--- config.mk ---
export PLATFORM = sky130hd
export DESIGN_NAME = adder_share_arbiter
export DESIGN_NICKNAME = d
export VERILOG_FILES = /design/src/rtl/adder_share_arbiter.sv
export SDC_FILE = /design/constraint.sdc
export NUM_CORES = 1
export LEC_CHECK = 0
export ABC_CLOCK_PERIOD_IN_PS = 5500
export BUFFER_PORTS_ARGS = -buffer_cell sky130_fd_sc_hd__buf_2
export CAP_MARGIN = 10
export CORE_ASPECT_RATIO = 1.4
export CORE_MARGIN = 2
export CORE_UTILIZATION = 40
export CTS_BUF_LIST = sky130_fd_sc_hd__clkbuf_16
export DETAILED_ROUTE_END_ITERATION = 6
export PLACE_DENSITY = 0.64
export SYNTH_ARGS = -nofsm -noshare
export SYNTH_HDL_FRONTEND = slang
export SYNTH_SLANG_ARGS = --single-unit
--- constraint.sdc ---
create_clock -name clk -period 5.5 [get_ports clk]
set_clock_uncertainty 0.1 [all_clocks]
set_input_delay 0 -clock clk [delete_from_list [all_inputs] [get_ports clk]]
set_output_delay 0 -clock clk [all_outputs]
set_load 0.05 [all_outputs]
--- src/rtl/adder_share_arbiter.sv ---
// adder_share_arbiter: one W-bit adder shared by NUM_REQ requesters.
// A round-robin grant in IDLE captures operands. CALC performs the add, and RESP
// holds the result until the consumer accepts it.
// Optional build macro ADDER_SHARE_XOR_MIX_EN: XOR operand b into the result data.
module adder_share_arbiter #(
  parameter int unsigned NUM_REQ = 4,
  parameter int unsigned W       = 16
) (
  input  logic                       clk,
  input  logic                       rst,
  input  logic [NUM_REQ-1:0]         req_valid,
  input  logic [NUM_REQ*W-1:0]       req_a,
  input  logic [NUM_REQ*W-1:0]       req_b,
  output logic [NUM_REQ-1:0]         req_ready,
  output logic                       resp_valid,
  output logic [$clog2(NUM_REQ)-1:0] resp_id,
  output logic [W-1:0]               resp_data,
  output logic                       resp_carry,
  input  logic                       resp_ready,
  output logic                       busy
);

  localparam int unsigned IDW = $clog2(NUM_REQ);

  typedef enum logic [1:0] {StIdle, StCalc, StResp} state_e;

  state_e           state_q, state_d;
  logic [W-1:0]     a_q, b_q;
  logic [IDW-1:0]   id_q;
  logic [IDW-1:0]   rr_ptr_q;
  logic             resp_valid_q;
  logic [IDW-1:0]   resp_id_q;
  logic [W-1:0]     resp_data_q;
  logic             resp_carry_q;

  logic [W-1:0]     a_arr [NUM_REQ];
  logic [W-1:0]     b_arr [NUM_REQ];
  logic [NUM_REQ-1:0] grant;
  logic [IDW-1:0]   grant_id;
  logic [IDW-1:0]   idx;
  logic             found;
  logic             handshake;
  logic [W:0]       sum_full;
  logic [W-1:0]     calc_data;

  // Unpack the flat operand buses into per-requester lanes
  always_comb begin
    for (int unsigned i = 0; i < NUM_REQ; i++) begin
      a_arr[i] = req_a[i*W +: W];
      b_arr[i] = req_b[i*W +: W];
    end
  end

  // Round-robin search starting at rr_ptr, wrapping modulo NUM_REQ
  always_comb begin
    grant    = '0;
    grant_id = '0;
    idx      = '0;
    found    = 1'b0;
    for (int unsigned k = 0; k < NUM_REQ; k++) begin
      idx = IDW'((32'(rr_ptr_q) + k) % NUM_REQ);
      if (!found && req_valid[idx]) begin
        found      = 1'b1;
        grant[idx] = 1'b1;
        grant_id   = idx;
      end
    end
  end

  // Shared adder; optional XOR mix only alters the data, never the carry
  always_comb begin
    sum_full = {1'b0, a_q} + {1'b0, b_q};
`ifdef ADDER_SHARE_XOR_MIX_EN
    calc_data = sum_full[W-1:0] ^ b_q;
`else
    calc_data = sum_full[W-1:0];
`endif
  end

  // State register
  always_ff @(posedge clk) begin
    if (rst) begin
      state_q <= StIdle;
    end else begin
      state_q <= state_d;
    end
  end

  // Next-state logic
  always_comb begin
    state_d = state_q;
    unique case (state_q)
      StIdle:  if (found) state_d = StCalc;
      StCalc:  state_d = StResp;
      StResp:  if (resp_ready) state_d = StIdle;
      default: state_d = StIdle;
    endcase
  end

  // Outputs: grants only in IDLE and never while reset is asserted
  always_comb begin
    req_ready  = '0;
    if (!rst && (state_q == StIdle)) req_ready = grant;
    busy       = (state_q == StCalc) || (state_q == StResp);
    resp_valid = resp_valid_q;
    resp_id    = resp_id_q;
    resp_data  = resp_data_q;
    resp_carry = resp_carry_q;
  end

  assign handshake = (state_q == StIdle) && found;

  // Datapath: operand capture, result register and round-robin pointer
  always_ff @(posedge clk) begin
    if (rst) begin
      a_q          <= '0;
      b_q          <= '0;
      id_q         <= '0;
      rr_ptr_q     <= '0;
      resp_valid_q <= 1'b0;
      resp_id_q    <= '0;
      resp_data_q  <= '0;
      resp_carry_q <= 1'b0;
    end else begin
      if (handshake) begin
        a_q  <= a_arr[grant_id];
        b_q  <= b_arr[grant_id];
        id_q <= grant_id;
      end
      if (state_q == StCalc) begin
        resp_data_q  <= calc_data;
        resp_carry_q <= sum_full[W];
        resp_id_q    <= id_q;
        resp_valid_q <= 1'b1;
      end
      if ((state_q == StResp) && resp_ready) begin
        resp_valid_q <= 1'b0;
        rr_ptr_q     <= IDW'((32'(id_q) + 32'd1) % NUM_REQ);
      end
    end
  end

endmodule

==> flow_summary.ini <==
[route]
routedWlPerCell_um = 16.26
drt-pass1-iter-count = 5
vias = 4547
drtAntennaViolNets = 0
dr.first_iter.drc_count = 240
viasPerCell = 5.413
wl_um = 13660
drc = 0

[timing]
fmax_ghz = 0.2092
grt_setup_unrepaired = false
period_needed_ns = 4.780
setup_viol = 0
fin_tns_setup_ns = 0
setup_slack_ns = 0.7201
hold_violations = 0
maxSlewViolCount = 0
worstMarginPinSlew_ns = 0.7334
maxSlewHeadroom = 0.5110
layout_worst_path_cycle_share = 0.8691

[logic_synthesis]
synth_top_area_share = 0.2759
synth_ff_type = dfxtp_1
seq_area_frac_synth = 0.2759
syn_avg_cell_area_um2 = 9.251
syn_inst = 455
ys_seq_elements = 58
yosysTopAreaCell = dfxtp_1
synth_top_cells_by_area = dfxtp_1 28%, mux2i_1 17%, ha_1 8.3%
synth_area_mm2 = 0.004209
synthArstFlopShare = 0
synth_edf_count = 0
synth_nets = 619
ys_warn_count = 0
ys_types = 58

[cts]
clock_latency_ns = 0.34
htreeDepth = 3
path_clk_slew_ns = 0.05
cts_buffers = 9
postCtsSetupBuffers = 0
cts.path.max_buffers = 2
cts_resized = 0
hold_buffers = 97
cts_num_sinks = 58
cts_tree = yes
root_buffer = clkbuf_16

[finish]
fin_cells = 840
seq_area_mm2 = 0.001161
layout.nets = 860
drive_gt1_frac = 0.2896
synthToLayoutAreaGrowth_pct = 49.97
nFillCells = 860
multi_input_area_mm2 = 0.002799

[pwr]
power.internal_mw = 1.287
power_frac_comb = 0.427
netSwitchingPower_mw = 0.7173
p_clk_frac = 0.294
powerDensity_mw_per_mm2 = 317.5
p_leak_nw = 2.861
swShare = 0.3579
ir_worst_vdd_uv = 192.6
seqPwrFrac = 0.279
p_total_mw = 2.004

[placement]
place_ws_ns = 1.776
gp_congestion = 0.9224
portBuffers = 159
hpwlAfterDp_um = 8964
dp_cells = 725

[run]
cap_violations = 0

[grt]
grt_usage = 0.2373
grt_pass1_vias = 4655
met3_usage = 0.03735
antenna_found_initial = 1
grt_max_degree = 65
grt_overflow_total = 0
busiest_layer = met2
grt.met1_usage = 0.2508
grt_use_met2 = 0.4390
grt_pass1_wl_um = 21740

[floorplan]
die_x_um = 90.70
initial_utilization = 0.4088
io_pins = 160
die_y_um = 125.4
core_mm2 = 0.01029
dieArea_mm2 = 0.01137
num_rows = 44

[worst_hold_path]
min_from = rst
hold_class = primary input to flop
holdPathStages = 2
holdPathEnd = resp_id[1]

[worst_setup_path]
reg2reg_depth = 11
endpoint_kind = flop
critical_path_arrival_ns = 4.89
worstPathMaxFanout = 64
r2r-end = b_q[7]
cp-startpoint = rr_ptr_q[0]
crit_required_ns = 5.61
reg2reg_from = rr_ptr_q[0]
reg2reg_slack_ns = 0.72
criticalPathCategory = flop to flop
start_kind = flop

[run_status]
status = finished, final reports clean
worst max-delay path, cell delays in order, from the launching register on:
cell	delay (ns)
dfxtp_1	0.69
inv_1	0.21
ha_1	0.47
mux4_2	0.65
nor2b_2	0.26
o21ai_1	0.15
o21ai_4	0.13
buf_12	0.35
mux2i_1	0.26
dlygate4sd3_1	0.57
o221ai_1	0.12
dlygate4sd3_1	0.61
cells by family (layout without fill, tap and decap cells):
family / Yosys count / after routing / synth area share
simple gates: 129 / 129 / 0.1567
compound gates: 119 / 119 / 0.2152
mux: 76 / 76 / 0.1941
flops: 58 / 58 / 0.2759
buf+inv: 40 / 286 / 0.06183
fa+ha+maj: 29 / 29 / 0.08799
xor+xnor: 4 / 4 / 0.008325
other cells: 0 / 1 / 0
placed cells by master, fill, tap and decap left out, types with 5 or more instances in the layout:
cell	count
o21ai_0	10
ha_1	28
nand2b_1	8
a211oi_1	5
nand2_1	44
nor2_1	33
a211o_1	5
inv_1	11
o221ai_1	28
o221ai_2	5
a21oi_1	22
a21o_1	6
or3b_2	8
mux2i_1	70
dfxtp_1	58
nand3_1	7
clkbuf_16	9
buf_2	159
dlygate4sd3_1	97
o311ai_0	5
Yosys cell counts, types with 6 or more instances:
master,instances
mux2i_1,70
dfxtp_1,58
nand2_1,44
nor2_1,33
ha_1,28
o221ai_1,28
a21oi_1,22
buf_6,13
clkbuf_1,11
inv_1,10
o21ai_0,10
nand2b_1,8
or3b_2,8
nand3_1,7
a21o_1,6
flip-flops by register name, summed over array words and instances, names as in the netlist:
signal / cells
resp_valid: 1
rr_ptr_q: 2
a_q: 16
state_q: 2
resp_carry: 1
id_q: 2
resp_data: 16
resp_id: 2
b_q: 16
layer usage:
| layer | vias up | wire (um) |
|---|---|---|
| li1 | 2215 | - |
| met4 | 0 | 637 |
| met3 | 47 | 562 |
| met5 | - | 0 |
| met2 | 163 | 7244 |
| met1 | 2122 | 5215 |
power by group through the flow:
stage,clock network (mW),logic (mW),registers [mW]
2_1_floorplan,0,0.479,0.624
3_3_place_gp,0,0.695,0.566
3_5_place_dp,0,0.707,0.566
4_1_cts,0.594,0.838,0.558
5_1_grt,0.613,0.929,0.567
6_report,0.590,0.855,0.560
worst max-delay path by stage:
stage	end	slack, ns	cells after the start
final	b_q[7]	0.72	11
after global routing	b_q[7]	0.53	11
after CTS	b_q[7]	0.76	11
after detailed placement	b_q[8]	1.78	7
after global placement	a_q[8]	1.87	7
after floorplan	a_q[0]	2.54	12
layout make-up:
| class | count | share of cell area |
|---|---|---|
| diodes | 1 | 0.0003964 |
| repair buffers | 260 | 0.2898 |
| clock buffers | 9 | 0.03568 |
| flip-flops and latches | 58 | 0.1839 |
| multi-input cells | 357 | 0.4434 |
| clock inverters | 7 | 0.01348 |
| well taps | 138 | 0.02735 |
| inverters | 10 | 0.005946 |
metrics by stage:
| step | hold slack [ns] | area [um^2] | utilization |
|---|---|---|---|
| global placement | 0.2084 | 5001 | 0.4858 |
| global route | 0.1904 | 6312 | 0.6132 |
| finish | 0.1073 | 6312 | 0.6132 |
| CTS | 0.1174 | 6282 | 0.6102 |
| floorplan | 0.09653 | 4209 | - |
| detailed placement | 0.2218 | 5001 | 0.4858 |
(Power assumes the default switching activity.)
